`src/rtl/seq_arith_16b_divmod.sv`:
```
// Iterative 16b / 8b unsigned restoring divider with val/rdy streams.
// One quotient bit per cycle; the result is held in dedicated output registers.
module seq_arith_16b_divmod (
  input  logic        clk,
  input  logic        reset,
  input  logic        istream_val,
  output logic        istream_rdy,
  input  logic [15:0] istream_dividend,
  input  logic [7:0]  istream_divisor,
  output logic        ostream_val,
  input  logic        ostream_rdy,
  output logic [15:0] ostream_quot,
  output logic [7:0]  ostream_rem
);

  typedef enum logic [1:0] {
    IDLE = 2'd0,
    CALC = 2'd1,
    DONE = 2'd2
  } state_e;

  state_e      state_q, state_d;
  logic [3:0]  cnt_q,   cnt_d;
  logic [15:0] quot_q,  quot_d;   // dividend bits shift out as quotient bits shift in
  logic [7:0]  dvs_q,   dvs_d;
  logic [16:0] rem_q,   rem_d;
  logic [15:0] res_quot_q, res_quot_d;
  logic [7:0]  res_rem_q,  res_rem_d;

  logic [16:0] shifted;
  logic        ge;

  // Bit 16 of the working remainder would be shifted out, so it forces a subtract.
  assign shifted = {rem_q[15:0], quot_q[15]};
  assign ge      = rem_q[16] | (shifted >= {9'd0, dvs_q});

  // NOTE: every always_comb output gets a default first so no latch is inferred.
  always_comb begin
    state_d    = state_q;
    cnt_d      = cnt_q;
    quot_d     = quot_q;
    dvs_d      = dvs_q;
    rem_d      = rem_q;
    res_quot_d = res_quot_q;
    res_rem_d  = res_rem_q;
    istream_rdy = 1'b0;
    ostream_val = 1'b0;

    unique case (state_q)
      IDLE: begin
        istream_rdy = 1'b1;
        if (istream_val) begin
          quot_d  = istream_dividend;
          dvs_d   = istream_divisor;
          rem_d   = 17'd0;
          cnt_d   = 4'd15;
          state_d = CALC;
        end
      end

      CALC: begin
        rem_d  = ge ? (shifted - {9'd0, dvs_q}) : shifted;
        quot_d = {quot_q[14:0], ge};
        cnt_d  = cnt_q - 4'd1;
        if (cnt_q == 4'd0) begin
          res_quot_d = quot_d;
          res_rem_d  = rem_d[7:0];
          state_d    = DONE;
        end
      end

      DONE: begin
        ostream_val = 1'b1;
        if (ostream_rdy) state_d = IDLE;
      end

      default: state_d = IDLE;
    endcase
  end

  // NOTE: sequential state uses non-blocking assignments so all flops update together.
  always_ff @(posedge clk or negedge reset) begin
    if (!reset) begin
      state_q    <= IDLE;
      cnt_q      <= 4'd0;
      quot_q     <= 16'd0;
      dvs_q      <= 8'd0;
      rem_q      <= 17'd0;
      res_quot_q <= 16'd0;
      res_rem_q  <= 8'd0;
    end else begin
      state_q    <= state_d;
      cnt_q      <= cnt_d;
      quot_q     <= quot_d;
      dvs_q      <= dvs_d;
      rem_q      <= rem_d;
      res_quot_q <= res_quot_d;
      res_rem_q  <= res_rem_d;
    end
  end

  assign ostream_quot = res_quot_q;
  assign ostream_rem  = res_rem_q;

endmodule

```
`config.mk`:
```
export PLATFORM = sky130hd
export DESIGN_NAME = seq_arith_16b_divmod
export DESIGN_NICKNAME = d
export VERILOG_FILES = /design/src/rtl/seq_arith_16b_divmod.sv
export SDC_FILE = /design/constraint.sdc
export NUM_CORES = 1
export LEC_CHECK = 0
export CAP_MARGIN = 40
export CORE_MARGIN = 2
export CORE_UTILIZATION = 50
export DETAILED_ROUTE_END_ITERATION = 16
export GPL_ROUTABILITY_DRIVEN = 0
export PLACE_DENSITY = 0.8
export SLEW_MARGIN = 0
export SYNTH_ARGS = -nofsm -noshare
export SYNTH_HDL_FRONTEND = slang
export SYNTH_SLANG_ARGS = --single-unit
export TNS_END_PERCENT = 1
```
`constraint.sdc`:
```
create_clock -name clk -period 3.7 [get_ports clk]
set_input_delay 0.555 -clock clk [delete_from_list [all_inputs] [get_ports clk]]
set_output_delay 0.555 -clock clk [all_outputs]
set_load 0.02 [all_outputs]
```
==> impl_results.md, run 1 <==
- Ports: 54
- Gate power share: 52.7%
- 1st-pass router iterations: 5
- Clock skew: 0.0112 ns
- Commonest non-fill, non-tap cell in the layout: dfrtp_1
- Mapped Cells: 352
- YS warnings: 0
- Die area: 7760 um2
- Critical path peak fanout: 13
- P_leak: 1.90 nW
- Setup crit end kind: flip-flop
- Post-synthesis async set-or-reset flop share: 100%
- Clk sinks: 71
- Max stage delay on crit path: 0.65 ns
- Pin count of the biggest net entering global routing: 31
- Status: completed
- DRC: 0
- Total power draw: 4.49 mW
- Synthesized area per cell: 10.0 um2
- Remaining Overflow, GRT: 0
- Nets@finish: 441
- Slew HR: 53.7%
- Share of post-route cells with drive strength above 1: 11.3%
- Slew at the pin with the worst max-slew slack: 0.695 ns
- Clk network pwr share: 15.3%
- First-pass GRT wire length: 13700 um
- Worst-path cell chain: or4_4, or4_4, a211oi_4, and2_1, mux2i_1, o21ai_1
- Startpoint types: flip-flop
- Starting Density: 51.7%
- Max Cap Violations: 0
- Syn nets: 390
- Vias/cell: 5.70
- Post-DP Area: 4140 um2
- Die height: 88.1 um
- Max VDD drop: 456 uV
- Worst R2R Start: rem_q[11]
- Max Freq: 333 MHz
- Share of the synthesized area in the top cell type: 50.3%
- Htree depth: 3
- Required time worst endpoint: 3.91 ns
- Yosys top cell by area: dfrtp_1
- RSZ-0062 raised after global routing: no
- Synth unique cells: 48
- Sequential share of power: 32.0%
- CTS root buffer: clkbuf_8
- Most frequent cells in the layout: dfrtp_1, nand2_1, clkdlybuf4s50_1, o21ai_0, a21oi_1
- Clock Path Buffers: 2
- Total track usage: 23.0%
- Most Frequent Cell on Critical Path: or4_4
- Reg2reg setup slack: 0.70 ns
- Post-CTS Setup Bufs: 0
- WP buf/inv: 0
- Drt initial violations: 202
- Final Setup Violations: 0
- Filler cells: 562
- Drt wl/cell: 16.4 um
- FF-to-FF path depth: 6
- Switching share of total power: 42.2%
- Hold Buf Count CTS: 0
- Post-Place Cells: 488
- N_diodes: 0
- Storage element area: 1780 um2
- Fin cells: 504
- Pwr Density: 1030 nW/um2
- Register bit total from synthesis: 71
- Crit path DAT: 3.21 ns
- Resized cells post-CTS: 0
- Area Growth Syn to Fin: 23.4%
- Clk slew on worst S/H paths: 0.08 ns
- Final wirelength: 8260 um
- Crit Path Category: reg -> reg
- Fin crit share: 81.1%
- Mapped Area: 3530 um2
- Worst skew pair latency: 0.34 ns
- Switching power: 1.89 mW
- Max-slew violations: 0
- DP HPWL: 5700 um
- Part of the Yosys area used for sequential elements: 50.3%
- Number of port buffers: 53
- Die X: 88.1 um
- HP Class: in -> async
- CTS tree: built
- Number of synthesized flops with an enable pin: 0
- Post-synth top flop: dfrtp_1
- Initial antenna violation count: 0
- Core Footprint: 6830 um2
- Final Cell Area: 4360 um2
- Final Hold Fails: 0
- Final ANT Viol Nets: 0
- P_int: 2.59 mW
- Tmin final: 3.00 ns
- Num rows: 30
- Total CTS buffers: 9
- Vias: 2874
- CP delay by family, top: simple AND/OR/NAND/NOR gates
- Vias in the first global route: 2893
- Synth top area cells: dfrtp_1, nand2_1, mux2_2, o21ai_0, a22oi_1
- Multi-input logic area: 1610 um2
- RR Endpoint: rem_q[4]
- Setup TNS: 0 ns
- Critical path's slowest cell: and2_1
[Yosys cell counts, types with 3 or more instances]
cell and instances:
o211ai_1 3, a211o_1 3, a211oi_1 4, inv_1 15, mux2i_1 7, mux2_2 15, a311o_1 3, ha_1 9
nor2_1 7, nand3_1 12, and2_1 5, a21o_1 4, nand2b_1 5, a22oi_1 15, xnor2_1 8, clkbuf_1 18
dfrtp_1 71, o21ai_0 23, nor4_1 4, nor3_1 5, a21oi_1 16, o21ai_1 10, nand2_1 57
[sequential cells by signal, indices dropped and copies added (netlist names)]
name and flops:
dvs_q 8, rem_q 17, state_q 2, quot_q 16, cnt_q 4, ostream_quot 16
ostream_rem 8
[metrics by stage]
| step | hold slack, ns | worst slack [ns] | utilization [%] |
|---|---|---|---|
| floorplan | 0.259 | 0.963 | - |
| global placement | 0.466 | 0.837 | 60.4 |
| detailed placement | 0.481 | 0.733 | 60.7 |
| global route | 0.279 | 0.613 | 63.9 |
| finish | 0.239 | 0.701 | 63.9 |
| CTS | 0.250 | 0.728 | 63.9 |
[worst reg2reg max path, delay by kind of cell, from the launching register on]
kind | cells | cell delay (ns)
and+or+nand+nor | 3 | 1.68
DFF | 1 | 0.43
muxes | 1 | 0.32
AOI/OAI and AO/OA | 2 | 0.44
[power groups by stage]
stage / combinational [mW] / sequential (mW) / clock, mW
2_1_floorplan: 1.56 / 1.50 / 0
3_3_place_gp: 2.24 / 1.43 / 0
3_5_place_dp: 2.34 / 1.44 / 0
4_1_cts: 2.36 / 1.43 / 0.700
5_1_grt: 2.61 / 1.48 / 0.740
6_report: 2.36 / 1.43 / 0.687
[per-layer routing]
layer  part of all wire (%)  vias to the layer above  GRT usage [%]
li1                       -                     1358              -
met1                     45                     1419           29.5
met2                     48                       87           38.2
met3                    5.5                       10           5.75
met4                    1.4                        0           7.71
met5                      0                        -              0
[cell families (layout without fill, tap and decap cells)]
| family | after synthesis | count (layout) | share of synthesized area (%) |
|---|---|---|---|
| adder cells (fa/ha/maj) | 10 | 10 | 3.75 |
| AND/OR/NAND/NOR | 113 | 113 | 15.6 |
| buffers and inverters | 35 | 91 | 4.39 |
| XOR/XNOR | 8 | 8 | 1.98 |
| multiplexers | 22 | 22 | 6.76 |
| flip-flops | 71 | 71 | 50.3 |
| AO/OA/AOI/OAI | 93 | 93 | 17.3 |
[layout make-up]
class | instances | area share [%]
Clock buffer | 10 | 2.93
Clock inverter | 6 | 2.09
Inverter | 15 | 1.29
Multi-Input combinational cell | 246 | 36.8
Sequential cell | 71 | 40.7
Tap cell | 96 | 2.75
Timing Repair Buffer | 60 | 13.4
[worst max path at each step]
| stage | slack [ns] | cells after the start | from | to |
|---|---|---|---|---|
| 2_1_floorplan | 0.96 | 10 | quot_q[15] | rem_q[14] |
| 3_3_place_gp | 0.84 | 6 | rem_q[11] | rem_q[3] |
| 3_5_place_dp | 0.73 | 6 | rem_q[11] | rem_q[4] |
| 4_1_cts | 0.73 | 6 | rem_q[11] | rem_q[4] |
| 5_1_grt | 0.61 | 6 | rem_q[11] | rem_q[4] |
| 6_report | 0.70 | 6 | rem_q[11] | rem_q[4] |
Power figures use the tool's default switching activity.
==> run 2: changes to the inputs <==
--- a/config.mk
+++ b/config.mk
@@ -7,10 +7,10 @@
 export LEC_CHECK = 0
 export CAP_MARGIN = 40
 export CORE_MARGIN = 2
-export CORE_UTILIZATION = 50
+export CORE_UTILIZATION = 49
 export DETAILED_ROUTE_END_ITERATION = 16
 export GPL_ROUTABILITY_DRIVEN = 0
-export PLACE_DENSITY = 0.8
+export PLACE_DENSITY = 0.81
 export SLEW_MARGIN = 0
 export SYNTH_ARGS = -nofsm -noshare
 export SYNTH_HDL_FRONTEND = slang
==> constraint.sdc (replaced) <==
create_clock -name clk -period 2.7 [get_ports clk]
set_input_delay 0.405 -clock clk [delete_from_list [all_inputs] [get_ports clk]]
set_output_delay 0.405 -clock clk [all_outputs]
set_load 0.02 [all_outputs]
==> run 2 against run 1 <==
- largest cell class unchanged
- final area up 0.83%
- critical path depth rose by 4
- global-route usage decreased by 0.28 points
- die area increased by 1.9%
- total power is 37% higher
- sequential cell count is the same
- the run now ends with setup timing left
- worst hold slack lost 0.19 ns
- cell count grew 1.6%
==> impl_results.md, run 2 (same netlist as run 1, synthesis figures left out) <==
- Nets@finish: 449 (was 441)
- Max Used Layer: met4 (unchanged)
- FF-to-FF path depth: 10 (was 6)
- Hold Buf Count CTS: 0 (unchanged)
- Total track usage: 22.7% (was 23.0%)
- 1st-pass router iterations: 5 (unchanged)
- Tmin final: 2.70 ns (was 3.00 ns)
- Largest Register: rem_q (unchanged)
- Startpoint types: flip-flop (unchanged)
- Fin cells: 512 (was 504)
- Failing checks: setup timing
- N_diodes: 0 (unchanged)
- Htree depth: 3 (unchanged)
- Total CTS buffers: 9 (unchanged)
- Drt initial violations: 266 (was 202)
- CTS tree: built (unchanged)
- First-pass GRT wire length: 13600 um (was 13700 um)
- Pwr Density: 1400 nW/um2 (was 1030 nW/um2)
- Max Cap Violations: 0 (unchanged)
- DRC: 0 (unchanged)
- Slew HR: 49.9% (was 53.7%)
- DP HPWL: 5750 um (was 5700 um)
- Setup crit end kind: flip-flop (unchanged)
- Final Setup Violations: 1 (was 0)
- CTS root buffer: clkbuf_8 (unchanged)
- Slew at the pin with the worst max-slew slack: 0.752 ns (was 0.695 ns)
- Drt wl/cell: 16.1 um (was 16.4 um)
- Final ANT Viol Nets: 0 (unchanged)
- Post-Place Cells: 496 (was 488)
- Max Freq: 370 MHz (was 333 MHz)
- PnR worst setup slack: -0.00349 ns (was 0.701 ns)
- Storage element area: 1780 um2 (unchanged)
- Area Growth Syn to Fin: 24.5% (was 23.4%)
- HP Class: in -> async (unchanged)
- Max reg flops: 17 (unchanged)
- Required time worst endpoint: 2.93 ns (was 3.91 ns)
- Starting Density: 51.5% (was 51.7%)
- Most frequent cells in the layout: dfrtp_1, nand2_1, clkdlybuf4s50_1, o21ai_0, a21oi_1 (unchanged)
- Commonest non-fill, non-tap cell in the layout: dfrtp_1 (unchanged)
- Total power draw: 6.16 mW (was 4.49 mW)
- Share of post-route cells with drive strength above 1: 13.9% (was 11.3%)
- Final Hold Fails: 0 (unchanged)
- Fin crit share: 100% (was 81.1%)
- Pin count of the biggest net entering global routing: 48 (was 31)
- Filler cells: 557 (was 562)
- Remaining Overflow, GRT: 0 (unchanged)
- Vias: 2847 (was 2874)
- Vias/cell: 5.56 (was 5.70)
- Die area: 7910 um2 (was 7760 um2)
- Vias in the first global route: 2881 (was 2893)
- Multi-input logic area: 1610 um2 (about the same)
- Routed wl met3: 710 um (was 454 um)
- Crit Path Category: reg -> reg (unchanged)
- Max VDD drop: 712 uV (was 456 uV)
- Max-slew violations: 0 (unchanged)
- Clk slew on worst S/H paths: 0.08 ns (about the same)
- Final wirelength: 8240 um (was 8260 um)
- Routed wl met2: 3890 um (was 3990 um)
- RSZ-0062 raised after global routing: yes (was no)
- M1 WL: 3530 um (was 3700 um)
- Die height: 88.9 um (was 88.1 um)
- Initial antenna violation count: 0 (unchanged)
- Worst skew pair latency: 0.34 ns (about the same)
- Clk sinks: 71 (unchanged)
- Num rows: 30 (unchanged)
- Critical path peak fanout: 2 (was 13)
- Core Footprint: 6870 um2 (was 6830 um2)
- P_leak: 1.92 nW (was 1.90 nW)
- Ports: 54 (unchanged)
- Clock Path Buffers: 2 (unchanged)
- Crit path DAT: 2.93 ns (was 3.21 ns)
- Clock skew: 0.00859 ns (was 0.0112 ns)
- Number of port buffers: 53 (unchanged)
- Die X: 88.9 um (was 88.1 um)
- Status: complete, but fails checks (was completed)
==> run 2: changes by cell type in the layout (fill, tap and decap cells not counted), sizes merged <==
cell      change
inv           -2
clkinvlp      +3
clkbuf        +1
bufinv        -2
buf           +8
==> run 2: repair_timing <==
| action | CTS | global route |
|---|---|---|
| resized for setup | 1 | 1 |
| pin swaps | 3 | 0 |
| setup endpoints to repair | 1 | 3 |
| setup buffers | 0 | 0 |
==> run 2: critical path, cell delays in order, from the launching register on <==
cell	delay, ns
dfrtp_1	0.39
inv_2	0.07
ha_1	0.15
inv_1	0.06
fa_2	0.34
a21o_1	0.21
a311o_1	0.28
a32o_1	0.23
a2111o_1	0.38
o211a_1	0.21
a211o_1	0.26
==> run 2: cell type report <==
| class | count | share of cell area [%] |
|---|---|---|
| clock buffer | 11 | 3.44 |
| clock inverter | 5 | 0.739 |
| inverter | 15 | 1.28 |
| multi-input combinational | 246 | 36.6 |
| sequential | 71 | 40.4 |
| tap | 96 | 2.73 |
| timing repair buffer | 68 | 14.8 |
==> run 2: metrics by stage <==
stage	area (um2)	TNS, ns	hold WS [ns]	utilization [%]	setup WS, ns
after global routing	4400	-0.109	0.0849	64.0	-0.109
after detailed placement	4210	-0.0893	0.440	61.3	-0.0893
after floorplan	3540	0	0.109	-	0.0156
after CTS	4400	0	0.0648	64.0	0.00738
final	4400	-0.00349	0.0510	64.0	-0.00349
after global placement	4210	-0.0194	0.434	61.3	-0.0194
==> run 2: metal layers <==
layer / up-vias / track usage (%)
met2: 114 / 36.6
met4: 0 / 8.01
met5: - / 0
met1: 1349 / 29.3
met3: 12 / 6.93
li1: 1372 / -
==> run 2: worst paths after layout <==
kind,startpoint,endpoint,slack (ns)
hold / removal,reset,dvs_q[3],0.05
hold reg to reg,cnt_q[3],cnt_q[3],0.49
max in group asynchronous,reset,ostream_quot[4],1.99
setup / recovery,quot_q[15],rem_q[14],-0.003
min in group clk,cnt_q[3],cnt_q[3],0.49
setup reg to reg,quot_q[15],rem_q[14],-0.003
==> run 2: power by group <==
part	total [mW]	internal [mW]	switching, mW	leakage [nW]
registers	1.97	1.59	0.385	0.874
clock network	0.784	0.380	0.404	0.0873
logic	3.41	1.52	1.89	0.960
==> run 3: changes to the inputs <==
--- a/config.mk
+++ b/config.mk
@@ -10,7 +10,9 @@
 export CORE_UTILIZATION = 49
 export DETAILED_ROUTE_END_ITERATION = 16
 export GPL_ROUTABILITY_DRIVEN = 0
+export MAX_ROUTING_LAYER = met4
 export PLACE_DENSITY = 0.81
+export SKIP_CTS_REPAIR_TIMING = 1
 export SLEW_MARGIN = 0
 export SYNTH_ARGS = -nofsm -noshare
 export SYNTH_HDL_FRONTEND = slang
==> run 3 against run 2 <==
- the flow still finishes with violations (setup timing)
- worst hold slack got worse by 0.00066 ns
- first-iteration DRC count decreased by 4.9%
- non-clock buffer count rose by 3
- combinational power grew 2%
- sequential power about the same
- register-to-register slack got worse by 0.08 ns
- fmax fell by 2.9%
- routed wire length rose by 0.62%
- sequential cell count unchanged
- critical path type unchanged
- critical endpoint unchanged
- largest cell class unchanged
- largest power group unchanged
==> impl_results.md, run 3 (same netlist as run 1, synthesis figures left out) <==
- Status: complete, but fails checks (unchanged)
- Failing checks: setup timing (unchanged)
- Crit path DAT: 3.01 ns (was 2.93 ns)
- WP buf/inv: 2 (unchanged)
- Clock skew: 0.00902 ns (was 0.00859 ns)
- CTS tree: built (unchanged)
- Largest Register: rem_q (unchanged)
- Slew at the pin with the worst max-slew slack: 0.757 ns (was 0.752 ns)
- Drt initial violations: 253 (was 266)
- Share of post-route cells with drive strength above 1: 15.5% (was 13.9%)
- Max VDD drop: 713 uV (was 712 uV)
- Crit Path Category: reg -> reg (unchanged)
- HP Class: in -> async (unchanged)
- P_leak: 1.94 nW (was 1.92 nW)
- Critical path's slowest cell: a2111o_1 (was dfrtp_1)
- Worst skew pair latency: 0.34 ns (about the same)
- Multi-input logic area: 1630 um2 (was 1610 um2)
- Util after Layout: 64.7% (was 64.0%)
- Final Setup Violations: 1 (unchanged)
- Remaining Overflow, GRT: 0 (unchanged)
- Vias/cell: 5.61 (was 5.56)
- Tmin final: 2.79 ns (was 2.70 ns)
- RR Endpoint: rem_q[14] (unchanged)
- Fin crit share: 103% (was 100%)
- Htree depth: 3 (unchanged)
- Starting Density: 51.5% (unchanged)
- Die X: 88.9 um (unchanged)
- Max stage delay on crit path: 0.40 ns (was 0.39 ns)
- CP delay by family, top: compound AO/OA/AOI/OAI gates (unchanged)
- Final ANT Viol Nets: 0 (unchanged)
- Filler cells: 548 (was 557)
- 1st-pass router iterations: 4 (was 5)
- Ports: 54 (unchanged)
- Initial antenna violation count: 0 (unchanged)
- Worst R2R Start: quot_q[15] (unchanged)
- Clk sinks: 71 (unchanged)
- Max reg flops: 17 (unchanged)
- Total power draw: 6.26 mW (was 6.16 mW)
- Final wirelength: 8290 um (was 8240 um)
- RSZ-0062 raised after global routing: yes (unchanged)
- Die height: 88.9 um (unchanged)
- Drt wl/cell: 16.1 um (about the same)
- First-pass GRT wire length: 13600 um (unchanged)
- Die area: 7910 um2 (unchanged)
- Max Cap Violations: 0 (unchanged)
- Required time worst endpoint: 2.92 ns (was 2.93 ns)
- Total track usage: 23.4% (was 22.7%)
- Critical path peak fanout: 2 (unchanged)
- DRC: 0 (unchanged)
- FF-to-FF path depth: 10 (unchanged)
- Vias: 2891 (was 2847)
- Core Footprint: 6870 um2 (unchanged)
- DP HPWL: 5750 um (unchanged)
- Pin count of the biggest net entering global routing: 48 (unchanged)
- Commonest non-fill, non-tap cell in the layout: dfrtp_1 (unchanged)
- Max Freq: 359 MHz (was 370 MHz)
- CTS root buffer: clkbuf_8 (unchanged)
- Vias in the first global route: 2874 (was 2881)
- Slew HR: 49.6% (was 49.9%)
- Startpoint types: flip-flop (unchanged)
- Pwr Density: 1410 nW/um2 (was 1400 nW/um2)
- Clk slew on worst S/H paths: 0.08 ns (about the same)
- Setup crit end kind: flip-flop (unchanged)
- Storage element area: 1780 um2 (unchanged)
- Reg2reg setup slack: -0.09 ns (was -0.003 ns)
- Most frequent cells in the layout: dfrtp_1, nand2_1, clkdlybuf4s50_1, o21ai_0, buf_4 (was dfrtp_1, nand2_1, clkdlybuf4s50_1, o21ai_0, a21oi_1)
- Clock Path Buffers: 2 (unchanged)
- Most Frequent Cell on Critical Path: inv_2
- Worst-path cell chain: inv_2, ha_4, inv_2, fa_2, a21o_1, a311o_1, a32o_2, a2111o_1, o211a_1, a211o_1 (was inv_2, ha_1, inv_1, fa_2, a21o_1, a311o_1, a32o_1, a2111o_1, o211a_1, a211o_1)
- N_diodes: 0 (unchanged)
- Num rows: 30 (unchanged)
- Max-slew violations: 0 (unchanged)
- Number of port buffers: 53 (unchanged)
- Area Growth Syn to Fin: 25.7% (was 24.5%)
- PnR worst setup slack: -0.0851 ns (was -0.00349 ns)
- Final Hold Fails: 0 (unchanged)
- Total CTS buffers: 9 (unchanged)
- Nets@finish: 452 (was 449)
run 3: cell count changes in the layout (fill, tap and decap cells not counted):
cell    previous run  this run
buf_4             14        17
a32o_1             1         0
a32o_2             0         1
ha_1               9         8
ha_4               0         1
inv_1             14        13
inv_2              1         2
nor4_1             4         3
nor4_2             0         1
run 3: metal layers:
layer | up-vias | track usage [%] | part of all wire, %
li1 | 1380 | - | -
met1 | 1372 | 30.0 | 44
met2 | 117 | 36.2 | 47
met3 | 22 | 6.46 | 7.5
met4 | 0 | 8.01 | 2.1
met5 | - | - | 0
run 3: how the worst max path moves through the flow:
stage          cells past startpoint   endpoint       start
2_1_floorplan                     10  rem_q[14]  quot_q[15]
3_3_place_gp                      10  rem_q[14]  quot_q[15]
3_5_place_dp                      10  rem_q[14]  quot_q[15]
4_1_cts                           10  rem_q[14]  quot_q[15]
5_1_grt                           10  rem_q[14]  quot_q[15]
6_report                          10  rem_q[14]  quot_q[15]
run 3: report_power, final:
group / internal (mW) / switching [mW]
registers: 1.59 / 0.391
clock network: 0.380 / 0.406
logic: 1.58 / 1.92
total: 3.54 / 2.71
run 3: final cells by class:
class,instances,area share [%]
clock inverters,5,0.732
multi-input cells,246,36.7
repair buffers,71,15.2
inverters,15,1.27
clock buffers,11,3.41
well taps,96,2.70
flip-flops and latches,71,40.0
run 3: metrics by stage:
step / TNS, ns / setup slack (ns) / cell area (um2) / instances / hold WS, ns
floorplan: 0 / 0.0156 / 3540 / 352 / 0.109
global placement: -0.0194 / -0.0194 / 4210 / 496 / 0.434
detailed placement: -0.0893 / -0.0893 / 4210 / 496 / 0.440
CTS: -0.117 / -0.117 / 4400 / 512 / 0.0648
global route: -0.157 / -0.157 / 4440 / 515 / 0.0850
finish: -0.0851 / -0.0851 / 4440 / 515 / 0.0503
